File: config.mk
export PLATFORM = sky130hd
export DESIGN_NAME = mod_shift_seq_ctrl
export DESIGN_NICKNAME = d
export VERILOG_FILES = /design/src/rtl/mod_shift_pkg.sv /design/src/rtl/mod_shift_word_cnt.sv /design/src/rtl/mod_shift_seq_ctrl.sv
export SDC_FILE = /design/constraint.sdc
export NUM_CORES = 1
export LEC_CHECK = 0
export CAP_MARGIN = 20
export CORE_ASPECT_RATIO = 1.75
export CORE_MARGIN = 1
export CORE_UTILIZATION = 45
export CTS_CLUSTER_DIAMETER = 120
export DETAILED_ROUTE_END_ITERATION = 8
export GPL_TIMING_DRIVEN = 0
export PLACE_DENSITY_LB_ADDON = 0.12
export SLEW_MARGIN = 20
export SYNTH_ARGS = -nofsm -noshare
export SYNTH_HDL_FRONTEND = slang
export SYNTH_HIERARCHICAL = 1
export SYNTH_SLANG_ARGS = --single-unit
File: constraint.sdc
create_clock -name iClk -period 2.08 [get_ports iClk]
set_input_delay 0.416 -clock iClk [delete_from_list [all_inputs] [get_ports iClk]]
set_output_delay 0.416 -clock iClk [all_outputs]
set_load 0.1 [all_outputs]
File: src/rtl/mod_shift_pkg.sv
// Shared definitions for the word-serial shift register sequencer.
package mod_shift_pkg;

   // Sequencer state encoding
   localparam logic [2:0] ST_IDLE   = 3'd0;
   localparam logic [2:0] ST_LOAD   = 3'd1;
   localparam logic [2:0] ST_STREAM = 3'd2;
   localparam logic [2:0] ST_DONE   = 3'd3;
   localparam logic [2:0] ST_ERR    = 3'd4;

   typedef logic [2:0] state_t;

   // Default operand geometry: 64 words of 32 bits (2048-bit register)
   localparam int NWORDS_DEF = 64;
   localparam int WORD_W     = 32;

endpackage

File: src/rtl/mod_shift_word_cnt.sv
// Clear/increment up-counter with a terminal-count flag.
// Clear has priority over increment. tc_o is high while the count equals TC.
module mod_shift_word_cnt #(
   parameter int W  = 6,
   parameter int TC = 63
) (
   input  logic         clk_i,
   input  logic         rst_ni,
   input  logic         clr_i,
   input  logic         inc_i,
   output logic [W-1:0] cnt_o,
   output logic         tc_o
);

   logic [W-1:0] cnt_q;
   logic [W-1:0] cnt_d;

   // Next count: clear wins, otherwise step by one on increment
   always_comb begin
      cnt_d = cnt_q;
      if (clr_i) begin
         cnt_d = '0;
      end else if (inc_i) begin
         cnt_d = cnt_q + W'(1);
      end
   end

   // Count register
   always_ff @(posedge clk_i or negedge rst_ni) begin
      if (!rst_ni) begin
         cnt_q <= '0;
      end else begin
         cnt_q <= cnt_d;
      end
   end

   assign cnt_o = cnt_q;
   assign tc_o  = (cnt_q == W'(TC));

endmodule

File: src/rtl/mod_shift_seq_ctrl.sv
// Sequencer for the word-serial shift register: loads a full-width operand,
// streams it word by word to the word engine, shifts each result word back in,
// and opens the full-width output gate once the last word has been accepted.
//
//  state  | meaning
//  -------+---------------------------------------------------------------
//  IDLE   | waiting for iStart; word acks and result acks ignored
//  LOAD   | one-cycle oLoad pulse, counters cleared
//  STREAM | low word valid to engine; each ack shifts one word
//  DONE   | all words shifted, full-width output gate open until iResultAck
//  ERR    | watchdog expired waiting for an ack; held until iResultAck
module mod_shift_seq_ctrl
   import mod_shift_pkg::*;
#(
   parameter int NWORDS = NWORDS_DEF,
   parameter int CNT_W  = 6,
   parameter int TMO_W  = 10
) (
   input  logic             iClk,
   input  logic             iRst_n,
   input  logic             iStart,
   input  logic             iAbort,
   input  logic             iWordAck,
   input  logic             iResultAck,
   output logic             oLoad,
   output logic             oEnable,
   output logic             oOutputLoad,
   output logic             oWordValid,
   output logic [CNT_W-1:0] oWordIdx,
   output logic             oBusy,
   output logic             oDone,
   output logic             oErr
);

   // Watchdog fires on the idle cycle that would bring the count to all-ones
   localparam int WDOG_TC = (2 ** TMO_W) - 2;

   state_t state_q;
   state_t state_d;

   logic             load_q;
   logic             out_load_q;
   logic             word_valid_q;
   logic             busy_q;
   logic             done_q;
   logic             err_q;

   logic             ack_acc;
   logic             word_clr;
   logic [CNT_W-1:0] word_cnt;
   logic             word_tc;
   logic             wdog_clr;
   logic             wdog_inc;
   logic [TMO_W-1:0] wdog_cnt;
   logic             wdog_tc;

   // An ack only counts in STREAM and never alongside an abort
   assign ack_acc = (state_q == ST_STREAM) && iWordAck && !iAbort;

   // The word count is held at zero whenever the sequencer is not (staying) in
   // STREAM, so it can drive oWordIdx directly and never passes NWORDS-1.
   assign word_clr = (state_q == ST_LOAD) || (state_d != ST_STREAM);

   // Idle cycles in STREAM; saturate instead of wrapping
   assign wdog_clr = iAbort || (state_q == ST_LOAD) || ack_acc;
   assign wdog_inc = (state_q == ST_STREAM) && !iWordAck && !iAbort && (wdog_cnt != '1);

   mod_shift_word_cnt #(
      .W  (CNT_W),
      .TC (NWORDS - 1)
   ) u_word_cnt (
      .clk_i  (iClk),
      .rst_ni (iRst_n),
      .clr_i  (word_clr),
      .inc_i  (ack_acc),
      .cnt_o  (word_cnt),
      .tc_o   (word_tc)
   );

   mod_shift_word_cnt #(
      .W  (TMO_W),
      .TC (WDOG_TC)
   ) u_wdog_cnt (
      .clk_i  (iClk),
      .rst_ni (iRst_n),
      .clr_i  (wdog_clr),
      .inc_i  (wdog_inc),
      .cnt_o  (wdog_cnt),
      .tc_o   (wdog_tc)
   );

   // Next-state logic; abort overrides everything
   always_comb begin
      state_d = state_q;
      if (iAbort) begin
         state_d = ST_IDLE;
      end else begin
         case (state_q)
            ST_IDLE: begin
               if (iStart) state_d = ST_LOAD;
            end
            ST_LOAD: begin
               state_d = ST_STREAM;
            end
            ST_STREAM: begin
               if (ack_acc) begin
                  if (word_tc) state_d = ST_DONE;
               end else if (wdog_inc && wdog_tc) begin
                  state_d = ST_ERR;
               end
            end
            ST_DONE, ST_ERR: begin
               if (iResultAck) state_d = ST_IDLE;
            end
            default: begin
               state_d = ST_IDLE;
            end
         endcase
      end
   end

   // State register and registered output decode from the next state
   always_ff @(posedge iClk or negedge iRst_n) begin
      if (!iRst_n) begin
         state_q      <= ST_IDLE;
         load_q       <= 1'b0;
         out_load_q   <= 1'b0;
         word_valid_q <= 1'b0;
         busy_q       <= 1'b0;
         done_q       <= 1'b0;
         err_q        <= 1'b0;
      end else begin
         state_q      <= state_d;
         load_q       <= (state_d == ST_LOAD);
         out_load_q   <= (state_d == ST_DONE);
         word_valid_q <= (state_d == ST_STREAM);
         busy_q       <= (state_d == ST_LOAD) || (state_d == ST_STREAM);
         done_q       <= (state_d == ST_DONE);
         err_q        <= (state_d == ST_ERR);
      end
   end

   // Shift pulse lands on the same edge that accepts the ack
   assign oEnable     = ack_acc;
   assign oLoad       = load_q;
   assign oOutputLoad = out_load_q;
   assign oWordValid  = word_valid_q;
   assign oWordIdx    = word_cnt;
   assign oBusy       = busy_q;
   assign oDone       = done_q;
   assign oErr        = err_q;

endmodule
; ---- Word-level counts from Yosys, hierarchy flattened
; Cells that the tools add are included.
; W data, S select, Z words.
[word_totals]
register_bits = 24
[op_classes]
n_mux = 11
eq_ne = 12
add_sub_neg = 2
n_reduce_logical = 16
[op_table]
columns = operator, n
row1 = $mux W10, 2
row2 = $mux W3, 6
row3 = $eq A3 B2 Y1 const B, 4
row4 = $mux W6, 2
row5 = $pmux W3 S4, 1
row6 = $add A10 B1 Y10 const B, 1
row7 = $eq A10 B10 Y1 const B, 1
row8 = $ne A10 B10 Y1 const B, 1
row9 = $add A6 B1 Y6 const B, 1
row10 = $eq A3 B1 Y1 const B, 2
row11 = $eq A3 B3 Y1 const B, 2
row12 = $eq A6 B6 Y1 const B, 1
row13 = $logic_and A1 B1 Y1, 6
row14 = $logic_or A1 B1 Y1, 4
row15 = $reduce_bool A2 Y1, 2
row16 = $logic_not A3 Y1, 1
row17 = $ne A3 B2 Y1 const B, 1
row18 = $logic_not A1 Y1, 2
row19 = $reduce_or A2 Y1, 1

; ---- Longest topological paths before layout
; Gate-level depths: netlist (run 1).
[logic_depth]
ltp_word = 12
mapped_depth = 8

; ---- Hierarchy
; The synthesis (run 1) kept the hierarchy.
[by_module_without_submodules]
columns = mod, area_per_inst_um2, cells_per_inst, n_inst
row1 = mod_shift_word_cnt at u_wdog_cnt, 528.0, 53, 1
row2 = mod_shift_seq_ctrl, 526.8, 53, 1
row3 = mod_shift_word_cnt at u_word_cnt, 281.5, 28, 1

; ---- Least setup slack after synthesis (run 1)
; No wires, ideal clock.
[synth_path]
kind = reg2reg
from = reg u_word_cnt.cnt_q[0] (netlist: u_word_cnt/cnt_o[0])
to = reg u_word_cnt.cnt_q[5] (netlist: u_word_cnt/cnt_o[5])
setup_ns = 0.078
path_slack_ns = -0.388
synth_period_minus_slack_ns = 2.468
stages_incl_launch_ff = 9
arrival_ns = 2.390
cell_sequence = dfrtp_1 -> ha_1 -> nand2_1 -> nor2_1 -> and3_1 -> a211oi_2 -> o211ai_2 -> a2111o_1 -> a21oi_1
[synth_between]
elab_chain_cells = 8
word_cells_on_any_way = 11
cone_classes = 1 x add/sub / 2 x eq/ne / 6 x mux / 2 x reduce/logical
[synth_lines]
columns = element, line_no
row1 = "start, declared", mod_shift_word_cnt.sv:15  ; logic [W-1:0] cnt_q;
row2 = "start signal, assigned", mod_shift_word_cnt.sv:33  ; cnt_q <= cnt_d;
row3 = $eq A6 B6 Y1 (*), mod_shift_word_cnt.sv:38  ; assign tc_o = (cnt_q == W'(TC));
row4 = named net word_tc, mod_shift_seq_ctrl.sv:51  ; logic word_tc;
row5 = $mux W3 (*), mod_shift_seq_ctrl.sv:107  ; if (word_tc) state_d = ST_DONE;
row6 = $mux W3 (*), mod_shift_seq_ctrl.sv:106  ; if (ack_acc) begin
row7 = $pmux W3 S4 (*), mod_shift_seq_ctrl.sv:98  ; case (state_q)
row8 = $mux W3 (*), mod_shift_seq_ctrl.sv:95  ; if (iAbort) begin
row9 = $ne A3 B2 Y1 (*), mod_shift_seq_ctrl.sv:62  ; assign word_clr = (state_q == ST_LOAD) || (state_d != ST_STREAM);
row10 = $logic_or A1 B1 Y1 (*), mod_shift_seq_ctrl.sv:62
row11 = named net word_clr, mod_shift_seq_ctrl.sv:49  ; logic word_clr;
row12 = $mux W6 / $reduce_bool A2 Y1 (equally long branches), --
; The timed path passes the listed nets; every way through them passes the cells marked *. The select of a mux whose other input is x is not followed.
; A chain may end at the register's enable or synchronous reset.

; ---- Worst setup path in the final report (run 1)
[layout_path]
from = reg u_word_cnt.cnt_q[1] (netlist: u_word_cnt/cnt_o[1])
to = out oWordIdx[1]
[layout_lines]
columns = element, line_no
row1 = "end, declared", mod_shift_seq_ctrl.sv:29  ; output logic [CNT_W-1:0] oWordIdx,
; No word-level cell between the ends.

==> results of run 1 <==
==> area by class of cell <==
class / instances / area share, %
plain buffers: 6 / 2.76
clock buffers: 4 / 2.69
inverters: 4 / 0.896
multi-input cells: 99 / 42.6
flip-flops and latches: 24 / 36.8
well taps: 27 / 2.02
repair buffers: 24 / 12.2
==> how the worst max path moves through the flow <==
stage                                          from                         endpoint  depth (start not counted)
global route        u_wdog_cnt/cnt_o[0]$_DFFE_PN0P_  u_word_cnt/cnt_o[3]$_DFFE_PN0P_                          8
detailed placement                           iAbort                          oEnable                          4
finish              u_word_cnt/cnt_o[1]$_DFFE_PN0P_                      oWordIdx[1]                          1
CTS                 u_wdog_cnt/cnt_o[2]$_DFFE_PN0P_  u_wdog_cnt/cnt_o[8]$_DFFE_PN0P_                          7
floorplan           u_word_cnt/cnt_o[0]$_DFFE_PN0P_  u_word_cnt/cnt_o[5]$_DFFE_PN0P_                          8
global placement                             iAbort                          oEnable                          4
==> timing repair <==
| action | CTS | global route |
|---|---|---|
| endpoints found under the hold margin | 0 | 0 |
| buffers inserted | 1 | 5 |
| pin swaps | 3 | 8 |
| setup endpoints to repair | 24 | 10 |
| gates resized for setup | 23 | 10 |
==> routing by layer <==
metal	vias to the layer above	wire, um	global-route usage, %
met5	-	0	0
met3	2	101	2.91
met1	554	1030	20.5
li1	538	-	-
met4	0	24	8.08
met2	24	1660	34.7
==> cell families after synthesis <==
family | Yosys count
adders and majority gates | 3
muxes | 1
DFF | 24
xor gates and xnor gates | 8
buffers and inverters | 11
AOI/OAI and AO/OA | 25
and+or+nand+nor | 62
==> state kept, by name (all words and copies together), names as in the netlist <==
register	flops
oBusy	1
oDone	1
oErr	1
oLoad	1
oWordValid	1
state_q	3
u_wdog_cnt/cnt_o	10
u_word_cnt/cnt_o	6
==> per-stage QoR <==
step	setup slack, ns	hold slack, ns	util [%]
2_1_floorplan	0.0298	0.120	-
3_3_place_gp	-1.00	0.536	57.0
3_5_place_dp	-1.02	0.551	57.0
4_1_cts	0.0222	0.568	58.4
5_1_grt	-0.0110	0.161	60.9
6_report	0.0871	0.123	60.9
==> cells in the final DEF, fill, tap and decap left out, types with 3 or more instances in the layout <==
| cell type | n |
|---|---|
| sky130_fd_sc_hd__nand2_1 | 9 |
| sky130_fd_sc_hd__nand3_1 | 4 |
| sky130_fd_sc_hd__o31ai_1 | 4 |
| sky130_fd_sc_hd__and3_2 | 3 |
| sky130_fd_sc_hd__dfrtp_1 | 15 |
| sky130_fd_sc_hd__dfrtp_2 | 7 |
| sky130_fd_sc_hd__o21ai_0 | 3 |
| sky130_fd_sc_hd__buf_4 | 9 |
| sky130_fd_sc_hd__or4_1 | 4 |
| sky130_fd_sc_hd__clkbuf_8 | 3 |
| sky130_fd_sc_hd__nor2_1 | 17 |
| sky130_fd_sc_hd__a21oi_1 | 6 |
| sky130_fd_sc_hd__xor2_1 | 6 |
| sky130_fd_sc_hd__dlygate4sd2_1 | 13 |
| sky130_fd_sc_hd__nand4_1 | 7 |
| sky130_fd_sc_hd__inv_1 | 3 |
==> power groups by stage <==
stage / combinational (mW) / clock [mW] / sequential (mW)
CTS: 0.160 / 0.290 / 0.481
finish: 0.164 / 0.279 / 0.481
global placement: 0.158 / 0 / 0.491
global route: 0.174 / 0.310 / 0.483
detailed placement: 0.160 / 0 / 0.491
floorplan: 0.0691 / 0 / 0.532
==> metrics.yaml, run 1 <==
pwr:
  comb_power_share_pct: 17.8
  clock_power_share_pct: 30.2
  report.power.total_mw: 0.924
  sw_frac_of_total_pct: 28.3
  static-leakage-power_nw: 0.697
  power-per-cell-area_nw_per_um2: 551
  seq_power_share_pct: 52.1
  power_report.internal_total_mw: 0.662
  netSwitchingPower_mw: 0.262
  peakVddDrop_uv: 401
global_route:
  first_global_vias: 1013
  grt_antenna_before_repair: 0
  grt-ovfl-total: 0
  wire_length_of_the_first_global_routing_pass_um: 4510
  grt_util_all_layers_pct: 18.7
  grt_start_max_net_pins: 25
worst_setup_path:
  criticalPathCategory: "reg2out"
  critical_path.n_buffers_inverters: 1
  crit_slowest_cell: "sky130_fd_sc_hd__dlygate4sd2_1"
  destination_of_the_worst_register_to_register_timing_path: "u_word_cnt/cnt_o[5]$_DFFE_PN0P_"
  reg2reg_from: "u_word_cnt/cnt_o[1]$_DFFE_PN0P_"
  timing.reg2reg.worst_path_depth: 8
  timing.critical_path.slowest_cell_delay_ns: 0.86
  cp_data_arrival_time_ns: 1.58
  worstPathRequired_ns: 1.66
  critical_path.startpoint_type: "flop"
  cp_cell_sequence: "dlygate4sd2_1"
  critPathCaptureType: "primary output"
  worstPathMaxFanout: 5
  rrSetupSlack_ns: 0.10
  cp_top_family: "buffers and inverters"
synthesis:
  mappedNetlistArea_sq_um: 1340
  synth.area.mux_share_pct: 0.749
  syn-num-nets: 143
  share_of_synthesized_area_occupied_by_flip_flops_and_latches_pct: 44.9
  synth_top_family_by_area: "simple AND/OR/NAND/NOR gates"
  synth_seq_cells: 24
  netlist.area_leader.share_pct: 44.9
  post_synth_and_or_nand_nor_area_fraction_pct: 26.6
  yosysWarnings: 6
  yosys.area_share.xor_xnor_pct: 5.24
  synth-compound-area-share_pct: 14.7
  ys_types: 40
  syn_avg_cell_area_sq_um: 9.97
  synth-main-ff-cell: "sky130_fd_sc_hd__dfrtp_1"
  async_reset_ff_share_pct: 100
  most_used_standard_cell_by_instance_count_after_synthesis: "sky130_fd_sc_hd__dfrtp_1"
  syn-instance-count: 134
  synth_area_leader_cell: "sky130_fd_sc_hd__dfrtp_1"
  synth_edf_count: 0
  netlist_top_cells_count: "sky130_fd_sc_hd__dfrtp_1 (24), sky130_fd_sc_hd__nor2_1 (18), sky130_fd_sc_hd__nand2_1 (9)"
  post_synth_main_area_contributors: "sky130_fd_sc_hd__dfrtp_1 (45%), sky130_fd_sc_hd__nor2_1 (5.1%), sky130_fd_sc_hd__xor2_1 (3.9%)"
  synth_adder_area_share_pct: 2.81
floorplanning:
  floorplan.die.width_um: 43.2
  io_pins: 19
  die_footprint_sq_um: 3200
  initial_util_pct: 48.5
  dieHeight_um: 74.1
  row_count: 25
  placeable_core_region_sq_um: 2750
drt:
  detail-route-antenna-nets: 0
  post_drt_wl_per_cell_um: 15.0
  route.detailed.drc: 0
  vias: 1118
  wirelength_um: 2810
  detail_route.vias_per_cell: 5.95
  drt_first_pass_iters: 4
  initialDrtViolationCount: 39
final_layout:
  finalNonFillerCells: 188
  insertedDiodeCount: 0
  total_area_of_multi_input_combinational_cells_sq_um: 714
  sequential_cell_area_sq_um: 617
  number_of_nets_in_the_final_layout: 171
  final_layout_size_suffix_gt1_share_pct: 27.3
  num-fill-cells: 228
  syn_to_final_growth_pct: 25.4
  finish.instance_area_sq_um: 1680
timing:
  layout_worst_path_cycle_share_pct: 95.8
  clock-skew-final_ns: 0.00197
  setup_viol: 0
  rsz0062_at_grt: "true"
  drv_slew: 0
  maxSlewHeadroom_pct: 36.8
  timing_hold_violations_final: 0
  final.setup.tns_ns: 0
  worst_slew_pin_slew_ns: 0.952
  max_freq_mhz: 502
  final_period_minus_worst_setup_slack_ns: 1.99
clocking:
  clk_path_buf_depth: 2
  postCtsHoldBufs: 0
  clock_tree_from_tritoncts: "done"
  cts_htree_levels: 1
  cts_made_buffers: 3
  numClockSinks: 24
  worst_skew_pair.late_latency_ns: 0.26
  clock_root_buffer: "sky130_fd_sc_hd__clkbuf_8"
  cts.clk_slew.worst_paths_ns: 0.08
place:
  place.gp.congestion: 0.779
  portBuffers: 18
  hpwl_um: 2070
  placed_cells_incl_taps: 179
  total_placed_instance_area_sq_um: 1570
run:
  cap_viol_max_count: 0
hold_path:
  hold_path.class: "in2async"
run_status:
  outcome: "finished, final reports clean"
Note: power is estimated with default switching activity, not from simulation.
==> inputs of run 2 (changes only) <==
--- a/config.mk
+++ b/config.mk
@@ -11,6 +11,7 @@
 export CORE_UTILIZATION = 45
 export CTS_CLUSTER_DIAMETER = 120
 export DETAILED_ROUTE_END_ITERATION = 8
+export DONT_BUFFER_PORTS = 1
 export GPL_TIMING_DRIVEN = 0
 export PLACE_DENSITY_LB_ADDON = 0.12
 export SLEW_MARGIN = 20
==> metrics.yaml, run 2 (synthesized netlist as in run 1, its figures left out) <==
floorplanning:
  dieHeight_um: 74.1  # unchanged
  row_count: 25  # unchanged
  placeable_core_region_sq_um: 2750  # unchanged
  die_footprint_sq_um: 3200  # unchanged
  io_pins: 19  # unchanged
  floorplan.die.width_um: 43.2  # unchanged
  initial_util_pct: 48.5  # unchanged
final_layout:
  final_layout_size_suffix_gt1_share_pct: 33.1  # was 27.3%
  insertedDiodeCount: 0  # unchanged
  finish.instance_area_sq_um: 1540  # was 1680 sq um
  layout_commonest_cell: "sky130_fd_sc_hd__nor2_1"  # unchanged
  largest_register_ff_count: 10  # unchanged
  num-fill-cells: 254  # was 228
  number_of_nets_in_the_final_layout: 152  # was 171
  mostFrequentLayoutCells: "sky130_fd_sc_hd__nor2_1 (16), sky130_fd_sc_hd__dfrtp_1 (12), sky130_fd_sc_hd__nand2_1 (8), sky130_fd_sc_hd__nand4_1 (7), sky130_fd_sc_hd__dfrtp_2 (7)"  # was sky130_fd_sc_hd__nor2_1 (17), sky130_fd_sc_hd__dfrtp_1 (15), sky130_fd_sc_hd__dlygate4sd2_1 (13), sky130_fd_sc_hd__buf_4 (9), sky130_fd_sc_hd__nand2_1 (9)
  syn_to_final_growth_pct: 15.3  # was 25.4%
timing:
  setup_slack_after_layout_ns: -0.0138  # was 0.0871 ns
  max_freq_mhz: 478  # was 502 MHz
  setup_viol: 4  # was 0
  layout_worst_path_cycle_share_pct: 101  # was 95.8%
  final_period_minus_worst_setup_slack_ns: 2.09  # was 1.99 ns
  maxSlewHeadroom_pct: 42.4  # was 36.8%
  timing_hold_violations_final: 0  # unchanged
  worst_slew_pin_slew_ns: 0.865  # was 0.952 ns
  worst_hold_margin_ns: 0.126  # was 0.123 ns
  drv_slew: 0  # unchanged
  rsz0062_at_grt: "true"  # unchanged
  clock-skew-final_ns: 0.00207  # was 0.00197 ns
drt:
  wirelength_um: 2890  # was 2810 um
  detail-route-antenna-nets: 0  # unchanged
  post_drt_wl_per_cell_um: 17.1  # was 15.0 um
  drt_first_pass_iters: 4  # unchanged
  initialDrtViolationCount: 29  # was 39
  route.detailed.drc: 0  # unchanged
  detail_route.vias_per_cell: 6.35  # was 5.95
  vias: 1073  # was 1,118
clocking:
  numClockSinks: 24  # unchanged
  cts_htree_levels: 1  # unchanged
  worst_skew_pair.late_latency_ns: 0.26  # about the same
  clock_tree_from_tritoncts: "done"  # unchanged
  cts.clk_slew.worst_paths_ns: 0.08  # about the same
  clock_root_buffer: "sky130_fd_sc_hd__clkbuf_8"  # unchanged
  cts_made_buffers: 3  # unchanged
  clk_path_buf_depth: 2  # unchanged
worst_setup_path:
  criticalPathCategory: "reg2reg"  # was reg2out
  worstPathRequired_ns: 2.27  # was 1.66 ns
  worstPathMaxFanout: 6  # was 5
  cp_data_arrival_time_ns: 2.28  # was 1.58 ns
  critical_path.startpoint_type: "flop"  # unchanged
  critPathCaptureType: "flop"  # was primary output
global_route:
  grt_start_max_net_pins: 25  # unchanged
  grt_antenna_before_repair: 0  # unchanged
  first_global_vias: 1155  # was 1,013
  grt_util_all_layers_pct: 20.5  # was 18.7%
  grt-ovfl-total: 0  # unchanged
  wire_length_of_the_first_global_routing_pass_um: 5050  # was 4510 um
hold_path:
  hold_path.class: "in2async"  # unchanged
pwr:
  peakVddDrop_uv: 408  # was 401 uV
  static-leakage-power_nw: 0.559  # was 0.697 nW
  power-per-cell-area_nw_per_um2: 609  # was 551 nW/um^2
place:
  portBuffers: 0  # was 18
  total_placed_instance_area_sq_um: 1390  # was 1570 sq um
  place.gp.congestion: 0.839  # was 0.779
  hpwl_um: 2120  # was 2070 um
run:
  cap_viol_max_count: 0  # unchanged
run_status:
  failed_checks: "setup timing"
  outcome: "finished with violations"  # was finished, final reports clean
[run 2: final cells by class]
class,count,area (sq um),share of cell area [%]
Multi-Input combinational cell,99,721,46.8
Sequential cell,24,628,40.8
Clock buffer,4,55.1,3.57
Buffer,6,52.6,3.41
Timing Repair Buffer,5,35.0,2.27
Tap cell,27,33.8,2.19
Inverter,4,15.0,0.975
[run 2: power by group]
group	internal, mW	switching, mW	total [mW]
registers	0.475	0.0500	0.525
logic	0.0384	0.0632	0.102
clock network	0.169	0.143	0.312
[run 2: timing repair]
item | 4_1_cts | 5_1_grt
hold buffers | 1 | 0
buffers inserted | 4 | 0
endpoints found under the hold margin | 24 | 0
setup endpoints to repair | 11 | 15
pin swaps | 9 | 4
resized for setup | 7 | 16
[run 2: per-layer routing]
metal  part of all wire, %  GRT usage [%]
met5                     0              0
met4                   2.2           8.08
met2                    58           39.6
met1                    36           21.5
met3                   3.2           2.91
[run 2: path summary, 6_finish.rpt]
path	from	endpoint	slack [ns]	cells past startpoint
worst min-delay path	iRst_n	u_wdog_cnt/cnt_o[4]$_DFFE_PN0P_	0.13	1
worst max-delay path	u_word_cnt/cnt_o[0]$_DFFE_PN0P_	u_word_cnt/cnt_o[1]$_DFFE_PN0P_	-0.01	8
min in group iClk	iAbort	oDone$_DFF_PN0_	0.22	1
worst max register to register	u_word_cnt/cnt_o[0]$_DFFE_PN0P_	u_word_cnt/cnt_o[1]$_DFFE_PN0P_	-0.01	8
worst min register to register	u_wdog_cnt/cnt_o[9]$_DFFE_PN0P_	u_wdog_cnt/cnt_o[9]$_DFFE_PN0P_	0.58	2
max in group asynchronous	iRst_n	u_word_cnt/cnt_o[1]$_DFFE_PN0P_	1.55	1
[run 2: per-stage QoR]
stage / power, mW / TNS (ns) / setup slack [ns] / utilization (%) / std cells
floorplan: 0.601 / 0 / 0.0298 / - / 134
global placement: 0.612 / -0.771 / -0.119 / 50.4 / 161
detailed placement: 0.615 / -1.21 / -0.169 / 50.4 / 161
CTS: 0.948 / -0.631 / -0.124 / 54.6 / 169
global route: 0.978 / -0.889 / -0.108 / 56.0 / 169
finish: 0.938 / -0.0288 / -0.0138 / 56.0 / 169
[run 2: critical path: stages (launching register included)]
cell	delay [ns]
sky130_fd_sc_hd__dfrtp_4	0.64
sky130_fd_sc_hd__ha_4	0.23
sky130_fd_sc_hd__nand2_2	0.05
sky130_fd_sc_hd__nor2_2	0.04
sky130_fd_sc_hd__and3_4	0.15
sky130_fd_sc_hd__a211oi_2	0.20
sky130_fd_sc_hd__o211ai_2	0.14
sky130_fd_sc_hd__a2111o_1	0.42
sky130_fd_sc_hd__nor2_1	0.14
